`config.mk`:
```
export PLATFORM = sky130hd
export DESIGN_NAME = fir_stream_ctrl
export DESIGN_NICKNAME = d
export VERILOG_FILES = /design/src/rtl/fir_stream_ctrl.sv
export SDC_FILE = /design/constraint.sdc
export NUM_CORES = 1
export LEC_CHECK = 0
export ABC_AREA = 1
export ABC_CLOCK_PERIOD_IN_PS = 1300
export CAP_MARGIN = 30
export CELL_PAD_IN_SITES_DETAIL_PLACEMENT = 2
export CELL_PAD_IN_SITES_GLOBAL_PLACEMENT = 2
export CORE_ASPECT_RATIO = 0.75
export CORE_MARGIN = 1.5
export CORE_UTILIZATION = 19
export CTS_BUF_LIST = sky130_fd_sc_hd__clkbuf_8
export DETAILED_ROUTE_END_ITERATION = 12
export PLACE_DENSITY = 0.82
export REMOVE_ABC_BUFFERS = 1
export SLEW_MARGIN = 15
export SYNTH_ARGS = -nofsm -noshare
export SYNTH_HDL_FRONTEND = slang
export SYNTH_SLANG_ARGS = --single-unit
```
`constraint.sdc`:
```
create_clock -name clk -period 1.3 [get_ports clk]
set_input_delay 0.26 -clock clk [delete_from_list [all_inputs] [get_ports clk]]
set_output_delay 0.26 -clock clk [all_outputs]
set_load 0.01 [all_outputs]
```
`src/rtl/fir_stream_ctrl.sv`:
```
// fir_stream_ctrl: sequences a FIR datapath from a sample memory, tracks filter
// latency with a valid pipe, presents results on valid/ready and flushes the
// filter with zeros at the end of a run.
// Optional macro FIR_CTRL_CNT_EN adds result_cnt (accepted output transfers).
module fir_stream_ctrl #(
  parameter int unsigned N     = 16,
  parameter int unsigned AW    = 5,
  parameter int unsigned DEPTH = 32,
  parameter int unsigned LAT   = 2
) (
  input  logic          clk,
  input  logic          reset,
  input  logic          start,
  input  logic          stop,
  input  logic          loop_en,
  input  logic [AW:0]   num_samples,
  output logic [AW-1:0] mem_addr,
  input  logic [N-1:0]  mem_data,
  output logic          fir_en,
  output logic [N-1:0]  fir_data_in,
  input  logic [N-1:0]  fir_data_out,
  output logic [N-1:0]  out_data,
  output logic          out_valid,
  input  logic          out_ready,
  output logic          busy,
  output logic          done
`ifdef FIR_CTRL_CNT_EN
  ,
  output logic [15:0]   result_cnt
`endif
);

  localparam int unsigned   CW        = AW + 1;
  localparam logic [CW-1:0] CNT_MAX   = '1;
  localparam logic [CW-1:0] DEPTH_CNT = CW'(DEPTH);
  localparam logic [AW-1:0] ADDR_LAST = AW'(DEPTH - 1);

  typedef enum logic [2:0] {
    IDLE  = 3'd0,
    PRIME = 3'd1,
    RUN   = 3'd2,
    FLUSH = 3'd3,
    DONE  = 3'd4
  } state_t;

  state_t          state_q;
  state_t          state_nxt;
  logic            loop_q;
  logic [CW-1:0]   total_q;
  logic [CW-1:0]   sent_q;
  logic [CW-1:0]   sent_inc;
  logic [LAT-1:0]  vpipe_q;
  logic            adv;
  logic            start_acc;

  // Handshake and bookkeeping helpers
  assign adv       = !out_valid || out_ready;
  assign start_acc = (state_q == IDLE) && start;
  assign sent_inc  = sent_q + CW'(1);
  assign out_valid = vpipe_q[LAT-1];
  assign out_data  = fir_data_out;

  // State register
  always_ff @(posedge clk or negedge reset) begin
    if (!reset) state_q <= IDLE;
    else        state_q <= state_nxt;
  end

  // Next-state decode and filter feed (enable is combinational so stalls act at once)
  always_comb begin
    state_nxt   = state_q;
    fir_en      = 1'b0;
    fir_data_in = '0;
    case (state_q)
      IDLE:  if (start) state_nxt = PRIME;
      PRIME: state_nxt = RUN;
      RUN: begin
        fir_en      = adv;
        fir_data_in = mem_data;
        if (stop || (adv && !loop_q && (sent_inc == total_q))) state_nxt = FLUSH;
      end
      FLUSH: begin
        fir_en = adv;
        if (vpipe_q == '0) state_nxt = DONE;
      end
      DONE:    state_nxt = IDLE;
      default: state_nxt = IDLE;
    endcase
  end

  // Run configuration, read address and sample count
  always_ff @(posedge clk or negedge reset) begin
    if (!reset) begin
      loop_q   <= 1'b0;
      total_q  <= '0;
      sent_q   <= '0;
      mem_addr <= '0;
    end else if (start_acc) begin
      loop_q   <= loop_en;
      total_q  <= (num_samples == '0) ? DEPTH_CNT : num_samples;
      sent_q   <= '0;
      mem_addr <= '0;
    end else if ((state_q == RUN) && fir_en) begin
      mem_addr <= (mem_addr == ADDR_LAST) ? '0 : mem_addr + AW'(1);
      sent_q   <= (sent_q == CNT_MAX) ? sent_q : sent_inc;
    end
  end

  // Valid pipe mirrors filter latency; ones enter while feeding samples, zeros while flushing
  always_ff @(posedge clk or negedge reset) begin
    if (!reset) begin
      vpipe_q <= '0;
    end else if (fir_en) begin
      for (int unsigned i = 1; i < LAT; i++) vpipe_q[i] <= vpipe_q[i-1];
      vpipe_q[0] <= (state_q == RUN);
    end
  end

  // Registered status flags
  always_ff @(posedge clk or negedge reset) begin
    if (!reset) begin
      busy <= 1'b0;
      done <= 1'b0;
    end else begin
      busy <= (state_nxt != IDLE);
      done <= (state_nxt == DONE);
    end
  end

`ifdef FIR_CTRL_CNT_EN
  logic xfer;
  assign xfer = out_valid && out_ready;

  // Accepted output transfer counter, cleared on each accepted start
  always_ff @(posedge clk or negedge reset) begin
    if (!reset)         result_cnt <= '0;
    else if (start_acc) result_cnt <= '0;
    else if (xfer)      result_cnt <= result_cnt + 16'd1;
  end
`endif

endmodule

```
# Word-level counts from Yosys, hierarchy flattened
# Index checks and enable logic that the tools add are counted.
[totals]
ff_bits = 25
inputBits = 44
out_inout_bits = 41
elab_cells = 46
[classes]
add_sub_neg = 2
n_eq_ne = 8
mux = 13
n_reduce_logical = 15
[ops]
columns = ["cell", "count"]
rows = [
  ["2-to-1 mux 6 bit", 4],
  ["2-to-1 mux 16 bit", 1],
  ["2-to-1 mux 5 bit", 3],
  ["one-hot mux 3 bit (4 select lines)", 1],
  ["2-to-1 mux 3 bit", 3],
  ["adder 6 x 1 -> 6 bit, second input constant", 1],
  ["equality test 3 x 2 -> 1 bit, second input constant", 2],
  ["equality test 6 bit", 1],
  ["equality test 6 bit, second input constant", 1],
  ["zero test 6 bit", 1],
  ["adder 5 x 1 -> 5 bit, second input constant", 1],
  ["equality test 5 bit, second input constant", 1],
  ["logical AND 1 bit", 4],
  ["equality test 3 x 1 -> 1 bit, second input constant", 1],
  ["equality test 3 bit, second input constant", 1],
  ["zero test 3 bit", 1],
  ["nonzero test 3 bit", 1],
  ["zero test 1 bit", 2],
  ["zero test 2 bit", 1],
  ["logical OR 1 bit", 2],
  ["!= test 2 bit, second input constant", 1],
  ["AND reduction 2 bit", 1],
  ["nonzero test 2 bit", 1],
  ["OR reduction 2 bit", 1],
  ["2-to-1 mux 1 bit", 1],
]

# Depth between registers and ports, before layout
[logic_depth]
word_depth = 8
depth_mapped = 11
depth_no_buf = 11

# Worst setup path before layout
# Ideal clock, no wire load.
[synth_timing]
path_type = "reg2reg"
start = "register sent_q[0]"
end = "register busy"
setup_ns = 0.130
arrival_time_ns = 1.284
required_ns = 1.170
path_slack_ns = -0.113
path_stages_with_launch = 12
n_path_buf = 0
period_less_slack_ns = 1.413
cell_sequence = "dfrtp_1 > ha_1 > nand2_1 > inv_2 > nand2_2 > nand3_1 > nand3_1 > nor2_1 > nand2_1 > nand2_1 > nand2_1 > nand3_1"
[synth_via]
elab_chain_cells = 7
[synth_rtl]
columns = ["item", "line_no", "source"]
rows = [
  ["start: declaration", "50", "logic [CW-1:0] sent_q;"],
  ["start signal: assignment", "105", "sent_q <= (sent_q == CNT_MAX) ? sent_q : sent_inc;"],
  ["adder 6 x 1 -> 6 bit", "59", "assign sent_inc = sent_q + CW'(1);"],
  ["equality test 6 bit", "80", "if (stop || (adv && !loop_q && (sent_inc == total_q))) state_nxt = FLUSH;"],
  ["logical AND 1 bit", "80", ""],
  ["logical OR 1 bit", "80", ""],
  ["2-to-1 mux 3 bit", "80", ""],
  ["one-hot mux 3 bit (4 select lines)", "74", "case (state_q)"],
  ["nonzero test 3 bit", "125", "busy <= (state_nxt != IDLE);"],
  ["end signal: assignment", "125", ""],
  ["end: declaration", "25", "output logic busy,"],
]
# No other way between the ends.
# A chain may end at the register's enable or synchronous reset.

# Worst setup path in the final report
[layout_timing]
start = "register state_q[2]"
end = "output fir_data_in[13]"
[layout_via]
elab_chain_cells = 2
[layout_rtl]
columns = ["item", "line_no", "source"]
rows = [
  ["start: declaration", "46", "state_t state_q;"],
  ["start signal: assignment", "66", "else state_q <= state_nxt;"],
  ["equality test 3 x 2 -> 1 bit", "74", ""],
  ["2-to-1 mux 16 bit", "74", ""],
  ["end: declaration", "20", "output logic [N-1:0] fir_data_in,"],
]
# No other way between the ends.

==> metrics.md <==
| Metric | Value |
|---|---|
| Port Buffers | 52 |
| CP max stage cell | dfrtp_1 |
| Register area | approximately 630 um^2 |
| Failing checks | negative setup slack |
| Vias in the first global route | 1859 |
| Synthesis-to-layout area growth | 71.3% |
| Worst hold path type | in2async |
| Final setup fails | 31 |
| Clock skew | 0.0133 ns |
| Number of clock sinks | 25 |
| RSZ-0062 raised after global routing | yes |
| Initial Util | 20.0% |
| Critical path startpoint category | flop |
| Die ar. | around 9000 um^2 |
| Clk buf depth | 2 |
| Routed vias | 1749 |
| Largest family of logic cells by synthesized area | simple AND/OR/NAND/NOR gates |
| Final core occ | 34.2% |
| Synth area leaders | dfrtp_1 (39%), inv_1 (9.8%), nand2_1 (8.9%), buf_4 (7.5%), nor2_1 (5.9%) |
| Max FO, Critical Path | 6 |
| Pwr dens | 2260 nW/um^2 |
| Avg WL per Cell | 17.6 um |
| DRT Wirelength | 7080 um |
| Ports | 85 |
| CP dominant cell by count | buf_6 |
| Iteration-0 DRC Markers | 34 |
| Commonest non-fill, non-tap cell in the layout | inv_1 |
| CP endpoint kind | output port |
| Unique masters post-synth | 32 |
| Final instance area | 2740 um^2 |
| ANT cells | 0 |
| H-tree Lvls | 1 |
| Die W | 109 um |
| Post-synth EDFFs | 0 |
| Minimum clock period | 1.70 ns |
| Slew margin rel. | 70.8% |
| Remaining global-route overflow | 0 |
| Filler cells | a little under 900 |
| CP max stage delay | 0.43 ns |
| Xor-xnor portion of the synthesized cell area | less than 1% |
| First-pass GRT wire length | 9920 um |
| GP Congestion | ~0.74 |
| Lkg Pwr | between 1 and 1.5 nW |
| Worst setup margin | -0.402 ns |
| Clock Tree Root | clkbuf_8 |
| Synth Area per Inst | 7.48 um^2 |
| Cells along the critical path | inv_2 -> nand3_4 -> buf_6 -> nor2_4 -> buf_6 |
| Final Hold Viols | 0 |
| Final nets | 345 |
| Synthesized flop and latch total | 25 |
| CTS tree | done |
| Total GRT Usage | between 10 and 15% |
| CP top delay family | buffers and inverters |
| Share of post-route cells with drive strength above 1 | ~42% |
| Final Max Tran Viols | 0 |
| Top FF cell, synth | dfrtp_1 |
| DRT antenna net count | 0 |
| Worst hold slack | 0.320 ns |
| Core area | 8020 um^2 |
| Async set-reset flop share out of synthesis | 100% |
| Post-synth top area cell | dfrtp_1 |
| Clock Latency Late Sink | 0.29 ns |
| Die Y | 82.5 um |
| Num CTS Buffers | 3 |
| Outcome | complete, but fails checks |
| Worst-Margin Slew | 0.433 ns |
| Synth Area in Adders | 2.34% |
| Buffers and inverters on the worst path | 3 |
| Multiplexer share of the synthesized area | 0% |
| Post-Synth Simple-Gate Area | 28.9% |
| Number of iterations in the first detailed-routing pass | 4 |
| Share of the synthesized area in the top cell type | about two fifths |
| Post-synthesis sequential area ratio | 39.1% |
| Max Clock Freq | 0.587 GHz |
| Via-per-instance ratio | 4.35 |
| CP arrival | 1.44 ns |
| WS Path Type | reg2out |
| Synth Area in Compound Gates | 10.4% |
| Num rows | 28 |
| Initial antenna violation count | 0 |
| Reg clk slew, reported paths | 0.10 ns |
| CP required | 1.04 ns |
| Total number of yosys warnings | 0 |
| # DRC | 0 |
| Mapped Area | 1600 um^2 |
| Dpl hpwl | 4570 um |
| Multi-input logic area | 892 um^2 |
| Crit share post-route | 131% |
| Maxcap violations | 0 |
| DP Area | between 2000 and 2500 um^2 |
| Largest net degree at the start of global routing | 26 |
| Highest-count cells in the layout ignoring fill and taps | inv_1 (38), nand2_1 (32), clkdlybuf4s50_1 (27) |
| Max VDD drop | 0.000665 V |
| Synth Instances | 214 |
synth_stat cells (3+ instances only):
| library cell | number |
|---|---|
| a21oi_1 | 3 |
| buf_4 | 16 |
| dfrtp_1 | 25 |
| ha_1 | 3 |
| inv_1 | 42 |
| nand2_1 | 38 |
| nand2_2 | 3 |
| nand3_1 | 14 |
| nand4_1 | 3 |
| nor2_1 | 25 |
| o21ai_0 | 4 |
| o21ai_1 | 10 |
| o22ai_1 | 4 |
power breakdown:
part           total (mW)  internal, mW  switching, mW  leakage, nW
Combinational        4.33          2.01           2.32         1.03
Sequential           1.36          1.09          0.268        0.317
Clock               0.503         0.218          0.284       0.0217
Total                6.19          3.32           2.87         1.37
cell type report:
class	instances	area share, %
inverters	45	6.61
flip-flops and latches	25	22.9
repair buffers	96	31.4
well taps	105	4.79
multi-input cells	127	32.5
clock inverters	1	0.274
clock buffers	3	1.50
sequential cells by signal, summed over array words and instances (netlist names):
name / flops
busy: 1
done: 1
loop_q: 1
mem_addr: 5
sent_q: 6
state_q: 3
total_q: 6
vpipe_q: 2
cell families after synthesis:
| kind of cell | Yosys count |
|---|---|
| adders and majority gates | 3 |
| AOI/OAI and AO/OA | 27 |
| buffers and inverters | 63 |
| DFF | 25 |
| xor gates and xnor gates | 1 |
| and+or+nand+nor | 95 |
per-stage QoR:
step           worst slack, ns  instances  power (mW)  TNS, ns
5_1_grt                 -0.467        402        6.63   -10.85
2_1_floorplan           -0.113        196        2.80   -0.268
6_report                -0.402        402        6.19    -8.42
3_5_place_dp            -0.513        382        4.55   -11.67
3_3_place_gp            -0.457        382        4.35   -10.14
4_1_cts                 -0.322        398        5.43    -6.84
metal layers:
metal  routed length (um)  global-route usage [%]
met5                    0                       0
met1                 2950                    18.8
met3                  311                    3.85
met2                 3730                    24.9
met4                   89                    3.68
path summary, 6_finish.rpt:
check,slack [ns],startpoint,to,depth (start not counted)
min in group clk,0.52,loop_en,loop_q$_DFFE_PN0P_,3
worst max register to register,-0.31,state_q[2]$_DFF_PN0_,sent_q[1]$_DFFE_PN0P_,8
worst max-delay path,-0.40,state_q[2]$_DFF_PN0_,fir_data_in[13],5
worst min-delay path,0.32,reset,total_q[5]$_DFFE_PN0P_,2
max in group asynchronous,0.81,reset,mem_addr[1]$_DFFE_PN0P_,2
worst min register to register,0.52,total_q[2]$_DFFE_PN0P_,total_q[2]$_DFFE_PN0P_,2
worst register-to-register path: cells and delay by family (launching register included):
kind                   cells  cell delay [ns]
buffers and inverters      3             0.44
and+or+nand+nor            3             0.37
DFF                        1             0.43
AOI/OAI and AO/OA          2             0.23
repair_timing:
action,in CTS,in global routing
setup buffers,11,7
pin swaps,11,19
resized for setup,104,59
hold buffers,0,0
setup endpoints to repair,40,41
endpoints found under the hold margin,0,0
cloned,1,0
No activity file was read; power rests on OpenSTA's default activity.
